[src/rtl/ahb_dma_pkg.sv]
// Shared encodings for the multi-channel AHB DMA descriptor slave:
// bus codes, register map offsets, CTRL bit positions, dispatcher states.
package ahb_dma_pkg;

   localparam logic [1:0] HTRANS_IDLE   = 2'b00;
   localparam logic [1:0] HTRANS_BUSY   = 2'b01;
   localparam logic [1:0] HTRANS_NONSEQ = 2'b10;
   localparam logic [1:0] HTRANS_SEQ    = 2'b11;

   localparam logic [1:0] HRESP_OKAY  = 2'b00;
   localparam logic [1:0] HRESP_ERROR = 2'b01;

   localparam logic [3:0] OFF_SADDR  = 4'h0;
   localparam logic [3:0] OFF_DADDR  = 4'h4;
   localparam logic [3:0] OFF_NUMBER = 4'h8;
   localparam logic [3:0] OFF_CTRL   = 4'hC;
   localparam logic [8:0] ADDR_IRQ_STAT = 9'h100;

   localparam int CTRL_START = 0;
   localparam int CTRL_IRQEN = 1;
   localparam int CTRL_DONE  = 3;

   typedef enum logic [1:0] {
      ST_IDLE,
      ST_ISSUE,
      ST_WAIT_BUSY,
      ST_WAIT_DONE
   } dma_st_e;

   // Unaligned, beyond IRQ_STAT, or a channel slot that does not exist.
   function automatic logic addr_bad(input logic [8:0] a, input int nch);
      if (a[1:0] != 2'b00) return 1'b1;
      if (a[8]) return a != ADDR_IRQ_STAT;
      return int'(a[7:4]) >= nch;
   endfunction

endpackage

[src/rtl/dma_rr_arb.sv]
// Round-robin pick: first requesting index at or after the pointer,
// wrapping modulo N.
module dma_rr_arb #(
   parameter int N = 4,
   parameter int W = 2
) (
   input  logic [N-1:0] i_req,
   input  logic [W-1:0] i_ptr,
   output logic [W-1:0] o_idx,
   output logic         o_valid
);

   // Scan from the far end so the closest request to the pointer wins.
   always_comb begin
      o_idx   = '0;
      o_valid = 1'b0;
      for (int i = N - 1; i >= 0; i--) begin
         if (i_req[(int'(i_ptr) + i) % N]) begin
            o_valid = 1'b1;
            o_idx   = W'((int'(i_ptr) + i) % N);
         end
      end
   end

endmodule

[src/rtl/ahb_dma_csr_mc.sv]
// AHB-lite descriptor bank for NUM_CH DMA channels with a round-robin
// dispatcher driving one shared engine and a sticky-done level interrupt.
module ahb_dma_csr_mc
   import ahb_dma_pkg::*;
#(
   parameter int NUM_CH = 4,
   parameter int NUM_W  = 14,
   parameter int ADDR_W = 32
) (
   input  logic              hclk,
   input  logic              hreset,
   input  logic              hsel,
   input  logic              hready_in,
   input  logic              hwrite,
   input  logic [1:0]        htrans,
   input  logic [ADDR_W-1:0] haddr,
   input  logic [31:0]       hwdata,
   output logic [31:0]       hrdata,
   output logic              hready,
   output logic [1:0]        hresp,
   output logic [ADDR_W-1:0] dma_cfg_saddr,
   output logic [ADDR_W-1:0] dma_cfg_daddr,
   output logic [NUM_W-1:0]  dma_cfg_number,
   output logic [2:0]        dma_cfg_ch,
   output logic              dma_axi_start,
   input  logic              dma_axi_done,
   output logic              irq
);

   localparam int CW = (NUM_CH > 1) ? $clog2(NUM_CH) : 1;

   logic [ADDR_W-1:0] r_saddr [NUM_CH];
   logic [ADDR_W-1:0] r_daddr [NUM_CH];
   logic [NUM_W-1:0]  r_num   [NUM_CH];
   logic [NUM_CH-1:0] r_pend, r_busy, r_done, r_irqen;
   logic              r_wr, r_err1, r_err2;
   logic [8:0]        r_waddr;
   logic [CW-1:0]     r_cur, r_rr;
   dma_st_e           r_st, w_st_nxt;

   logic              w_aphase, w_bad, w_wlock, w_wctrl, w_wirq;
   logic              w_pick, w_zero, w_start, w_finish, w_gnt_vld;
   logic [8:0]        w_a;
   logic [CW-1:0]     w_ach, w_wch, w_gnt, w_rr_nxt;
   logic [31:0]       w_rdata;
   logic [NUM_CH-1:0] w_pend_nxt, w_busy_nxt, w_done_set, w_done_clr;
   logic              w_unused;

   assign w_a      = haddr[8:0];
   assign w_unused = ^haddr[ADDR_W-1:9];
   assign w_aphase = hsel & hready_in &
                     (htrans == HTRANS_NONSEQ || htrans == HTRANS_SEQ);
   assign w_bad    = addr_bad(w_a, NUM_CH);
   assign w_ach    = w_a[4 +: CW];
   assign w_wch    = r_waddr[4 +: CW];
   assign w_wlock  = r_pend[w_wch] | r_busy[w_wch];
   assign w_wctrl  = r_wr & ~r_waddr[8] & (r_waddr[3:0] == OFF_CTRL);
   assign w_wirq   = r_wr & r_waddr[8];
   assign w_rr_nxt = (r_cur == CW'(NUM_CH - 1)) ? '0 : r_cur + 1'b1;

   assign hready = ~r_err1;
   assign hresp  = (r_err1 | r_err2) ? HRESP_ERROR : HRESP_OKAY;
   assign irq    = |(r_done & r_irqen);

   always_comb begin
      w_rdata = '0;
      if (w_a[8]) begin
         w_rdata = 32'(r_done);
      end else begin
         case (w_a[3:0])
            OFF_SADDR:  w_rdata = 32'(r_saddr[w_ach]);
            OFF_DADDR:  w_rdata = 32'(r_daddr[w_ach]);
            OFF_NUMBER: w_rdata = 32'(r_num[w_ach]);
            OFF_CTRL:   w_rdata = {28'b0, r_done[w_ach], r_busy[w_ach],
                                   r_irqen[w_ach], r_pend[w_ach]};
            default:    w_rdata = '0;
         endcase
      end
   end

   // Reads resolve at the address phase so hrdata is ready with no wait.
   always_ff @(posedge hclk or posedge hreset) begin
      if (hreset) begin
         r_wr    <= 1'b0;
         r_waddr <= '0;
         r_err1  <= 1'b0;
         r_err2  <= 1'b0;
         hrdata  <= '0;
      end else begin
         r_wr   <= w_aphase & hwrite & ~w_bad;
         r_err1 <= w_aphase & w_bad;
         r_err2 <= r_err1;
         if (w_aphase) r_waddr <= w_a;
         if (w_aphase & ~hwrite & ~w_bad) hrdata <= w_rdata;
      end
   end

   dma_rr_arb #(.N(NUM_CH), .W(CW)) u_arb (
      .i_req   (r_pend),
      .i_ptr   (r_rr),
      .o_idx   (w_gnt),
      .o_valid (w_gnt_vld)
   );

   always_ff @(posedge hclk or posedge hreset) begin
      if (hreset) r_st <= ST_IDLE;
      else        r_st <= w_st_nxt;
   end

   always_comb begin
      w_st_nxt = r_st;
      unique case (r_st)
         ST_IDLE:
            if (w_gnt_vld && dma_axi_done && r_num[w_gnt] != '0)
               w_st_nxt = ST_ISSUE;
         ST_ISSUE:     w_st_nxt = ST_WAIT_BUSY;
         ST_WAIT_BUSY: if (!dma_axi_done) w_st_nxt = ST_WAIT_DONE;
         ST_WAIT_DONE: if (dma_axi_done) w_st_nxt = ST_IDLE;
         default:      w_st_nxt = ST_IDLE;
      endcase
   end

   always_comb begin
      w_pick   = (r_st == ST_IDLE) & w_gnt_vld & dma_axi_done;
      w_zero   = w_pick & (r_num[w_gnt] == '0);
      w_start  = (r_st == ST_ISSUE);
      w_finish = (r_st == ST_WAIT_DONE) & dma_axi_done;
   end

   assign dma_axi_start = w_start;

   // Hardware done-set is applied after the W1C mask so it wins a tie.
   always_comb begin
      w_pend_nxt = r_pend;
      w_busy_nxt = r_busy;
      w_done_set = '0;
      w_done_clr = '0;
      if (w_wctrl) begin
         if (hwdata[CTRL_START] && !w_wlock) w_pend_nxt[w_wch] = 1'b1;
         if (hwdata[CTRL_DONE]) w_done_clr[w_wch] = 1'b1;
      end
      if (w_wirq) w_done_clr = w_done_clr | hwdata[NUM_CH-1:0];
      if (w_zero) begin
         w_pend_nxt[w_gnt] = 1'b0;
         w_done_set[w_gnt] = 1'b1;
      end
      if (w_start) begin
         w_pend_nxt[r_cur] = 1'b0;
         w_busy_nxt[r_cur] = 1'b1;
      end
      if (w_finish) begin
         w_busy_nxt[r_cur] = 1'b0;
         w_done_set[r_cur] = 1'b1;
      end
   end

   always_ff @(posedge hclk or posedge hreset) begin
      if (hreset) begin
         r_saddr        <= '{default: '0};
         r_daddr        <= '{default: '0};
         r_num          <= '{default: '0};
         r_pend         <= '0;
         r_busy         <= '0;
         r_done         <= '0;
         r_irqen        <= '0;
         r_cur          <= '0;
         r_rr           <= '0;
         dma_cfg_saddr  <= '0;
         dma_cfg_daddr  <= '0;
         dma_cfg_number <= '0;
         dma_cfg_ch     <= '0;
      end else begin
         if (r_wr && !r_waddr[8] && !w_wlock) begin
            case (r_waddr[3:0])
               OFF_SADDR:  r_saddr[w_wch] <= ADDR_W'(hwdata);
               OFF_DADDR:  r_daddr[w_wch] <= ADDR_W'(hwdata);
               OFF_NUMBER: r_num[w_wch]   <= hwdata[NUM_W-1:0];
               default:    ;
            endcase
         end
         if (w_wctrl) r_irqen[w_wch] <= hwdata[CTRL_IRQEN];
         if (w_pick) begin
            r_cur          <= w_gnt;
            dma_cfg_saddr  <= r_saddr[w_gnt];
            dma_cfg_daddr  <= r_daddr[w_gnt];
            dma_cfg_number <= r_num[w_gnt];
            dma_cfg_ch     <= 3'(w_gnt);
         end
         if (w_finish) r_rr <= w_rr_nxt;
         r_pend <= w_pend_nxt;
         r_busy <= w_busy_nxt;
         r_done <= (r_done & ~w_done_clr) | w_done_set;
      end
   end

endmodule

[config.mk]
export PLATFORM = sky130hd
export DESIGN_NAME = ahb_dma_csr_mc
export DESIGN_NICKNAME = d
export VERILOG_FILES = /design/src/rtl/ahb_dma_pkg.sv /design/src/rtl/dma_rr_arb.sv /design/src/rtl/ahb_dma_csr_mc.sv
export SDC_FILE = /design/constraint.sdc
export NUM_CORES = 1
export LEC_CHECK = 0
export CAP_MARGIN = 0
export CORE_AREA = 2 2 197 199
export CTS_CLUSTER_DIAMETER = 200
export DETAILED_ROUTE_END_ITERATION = 8
export DIE_AREA = 0 0 199 201
export PLACE_DENSITY = 0.82
export SLEW_MARGIN = 20
export SYNTH_ARGS = -nofsm -noshare
export SYNTH_HDL_FRONTEND = slang
export SYNTH_HIERARCHICAL = 1
export SYNTH_SLANG_ARGS = --single-unit
[constraint.sdc]
create_clock -name hclk -period 18.25 [get_ports hclk]
set_input_delay 3.65 -clock hclk [delete_from_list [all_inputs] [get_ports hclk]]
set_output_delay 3.65 -clock hclk [all_outputs]
set_load 0.005 [all_outputs]
==> impl_metrics.tcl <==
set metrics [dict create \
    nets 1581 \
    hold_buffers 0 \
    grt_pass1_wl_mm 82.96 \
    rows 72 \
    ys_ff_latch 454 \
    viasPerCell 6.434 \
    ctsResizeCount 0 \
    synth_area_um2 21690 \
    cts_sinks 454 \
    crit_path_end_kind "register" \
    synth_warnings 6 \
    gp_congestion 0.8464 \
    period_needed_ps 6384 \
    dp_slack_ps 11210 \
    grt_pass1_vias 13910 \
    worstPathMaxFanout 44 \
    die_x_um 199 \
    avgSynthCellArea_um2 15.72 \
    mostFrequentLayoutCell "dfrtp_1" \
    min_path_type "reg2reg" \
    slew_headroom 0.2908 \
    p_leak_nw 10.89 \
    dp_cells 1968 \
    fin_setup_tns_ps 0 \
    cp_data_required_time_ps 18670 \
    cts_setup_buffers 0 \
    numCtsBuffers 47 \
    htreeDepth 2 \
    fp.coreArea_um2 38110 \
    ys_types 50 \
    worst_ep_arrival_time_ps 6800 \
    min_period_over_period 0.3498 \
    stdcell_area_um2 25350 \
    synth_edf_count 0 \
    syn_inst 1380 \
    status "finished, final reports clean" \
    ant_nets 0 \
    area_growth_pct 16.84 \
    p_total_mw 2.208 \
    p_per_area_nw_per_um2 87.11 \
    synth_ff_type "dfrtp_1" \
    max_freq_mhz 156.6 \
    final_cell_mix "dfrtp_1 (454), mux2_1 (313), mux4_2 (165), clkdlybuf4s50_1 (161), mux2_2 (93)" \
    ys_seq_area_frac 0.5237 \
    maxSlewViolCount 0 \
    num_io_pins 190 \
    cp-start-kind "input pin" \
    firstDrtPassIters 5 \
    crit_type "in2reg" \
    grt_overflow 0 \
    max-cap-violations 0 \
    async_flop_share 1.000 \
    antenna_found_initial 3 \
    clkLatencyLatePin_ps 570 \
    drive_gt1_frac 0.2485 \
    clockRootBuffer "clkbuf_16" \
    stdcell_count 2058 \
    place_area_um2 23740 \
    routed_wl_mm 52.88 \
    final.setup_skew_ps 20.97 \
    timing.final.ws_setup_ps 11870 \
    grt_max_degree 191 \
    die_h_um 201 \
    wire_per_inst_um 25.70 \
    max-vdd-ir-drop_uv 77.53 \
    die_area_um2 40000 \
    drt_first_iter_violations 999 \
    rsz0062_at_grt "false" \
    port_buffers 163 \
    setup_viol 0 \
    tightestPinTransition_ps 1064 \
    cts_buffer_depth 3 \
    grt.total_usage 0.2746 \
    start_util 0.5693 \
    cts_tree "done" \
    hold_viol 0 \
    drc 0 \
    place_hpwl_mm 31.59 \
    path_clk_slew_ps 60 \
    vias 13240 \
]
## cell type report
class	instances	area, µm²
clock buffers	69	1420
well taps	518	648.1
multi-input cells	791	9838
inverters	19	78.83
fillers	2618	12760
repair buffers	187	1843
clock inverters	17	150.1
flip-flops and latches	454	11360
diodes	3	7.507
## flip-flops by register name (all words and copies together), names as in the netlist
register,cells
r_err2,1
r_saddr,128
dma_cfg_saddr,32
dma_cfg_number,14
r_rr,2
r_irqen,4
r_busy,4
dma_cfg_daddr,32
r_wr,1
r_err1,1
r_pend,4
r_cur,2
r_done,4
hrdata,32
r_waddr,7
r_st,2
r_num,56
r_daddr,128
## cell families (layout without fill, tap and decap cells)
logic type	count (synthesis)	after routing	share of synthesized area
and+or+nand+nor	103	103	0.02734
other	1	5	0.0001729
AOI/OAI and AO/OA	93	93	0.02907
buffers and inverters	136	292	0.02624
adders and majority gates	9	9	0.005191
DFF	454	454	0.5237
muxes	584	584	0.3883
## worst paths after layout
| kind | from | to | slack [ps] | depth (start not counted) |
|---|---|---|---|---|
| max in group asynchronous | hreset | r_pend[1]$_DFF_PP0_ | 13100 | 3 |
| min in group asynchronous | hreset | r_saddr[74]$_DFFE_PP0P_ | 3630 | 2 |
| min reg2reg | r_err1$_DFF_PP0_ | r_err2$_DFF_PP0_ | 390 | 0 |
| min | r_err1$_DFF_PP0_ | r_err2$_DFF_PP0_ | 390 | 0 |
| max | haddr[4] | hrdata[2]$_DFFE_PP0P_ | 11870 | 6 |
| max reg2reg | r_pend[3]$_DFF_PP0_ | r_pend[3]$_DFF_PP0_ | 13790 | 9 |
## Yosys cell counts (3+ instances only)
library cell  count  area [µm²]
dfrtp_1         454       11360
mux2_1          313        3525
mux4_2          165        3716
mux2_2           93        1047
clkbuf_1         71       266.5
nand2_1          37       138.9
buf_2            35       175.2
a22oi_1          21       157.7
inv_1            19       71.32
nor2_1           19       71.32
o21ai_1          18       90.09
a21oi_1          15       75.07
mux2i_1          12       120.1
a22o_1           10       87.58
o22ai_1          10       62.56
ha_1              9       112.6
buf_1             8       30.03
or4_1             7       52.55
nand2b_1          6       37.54
nor3_1            5       25.02
or4b_1            5       50.05
a31oi_1           4       25.02
and2_1            4       25.02
a211oi_1          3       22.52
nand3_1           3       15.01
## metal layers
metal | global-route usage | part of all wire
met1 | 0.3945 | 0.42
met2 | 0.4288 | 0.48
met3 | 0.05276 | 0.071
met4 | 0.08662 | 0.027
met5 | 0 | 0
## stage by stage
| stage | hold slack [ps] | util |
|---|---|---|
| finish | 394.4 | 0.6652 |
| global placement | 374.7 | 0.6229 |
| global route | 424.5 | 0.6650 |
| CTS | 399.3 | 0.6641 |
| detailed placement | 382.7 | 0.6229 |
| floorplan | 366.3 | - |
## power breakdown
group / switching [mW] / total (mW) / internal, mW
Combinational: 0.0895 / 0.173 / 0.0838
Sequential: 0.0270 / 1.07 / 1.04
Clock: 0.400 / 0.967 / 0.567
## worst max-delay path, stage by stage
cell,delay (ps)
buf_4,720
buf_4,850
mux4_2,590
mux4_2,480
a221oi_1,380
a21oi_1,90
Power figures use the tool's default switching activity.
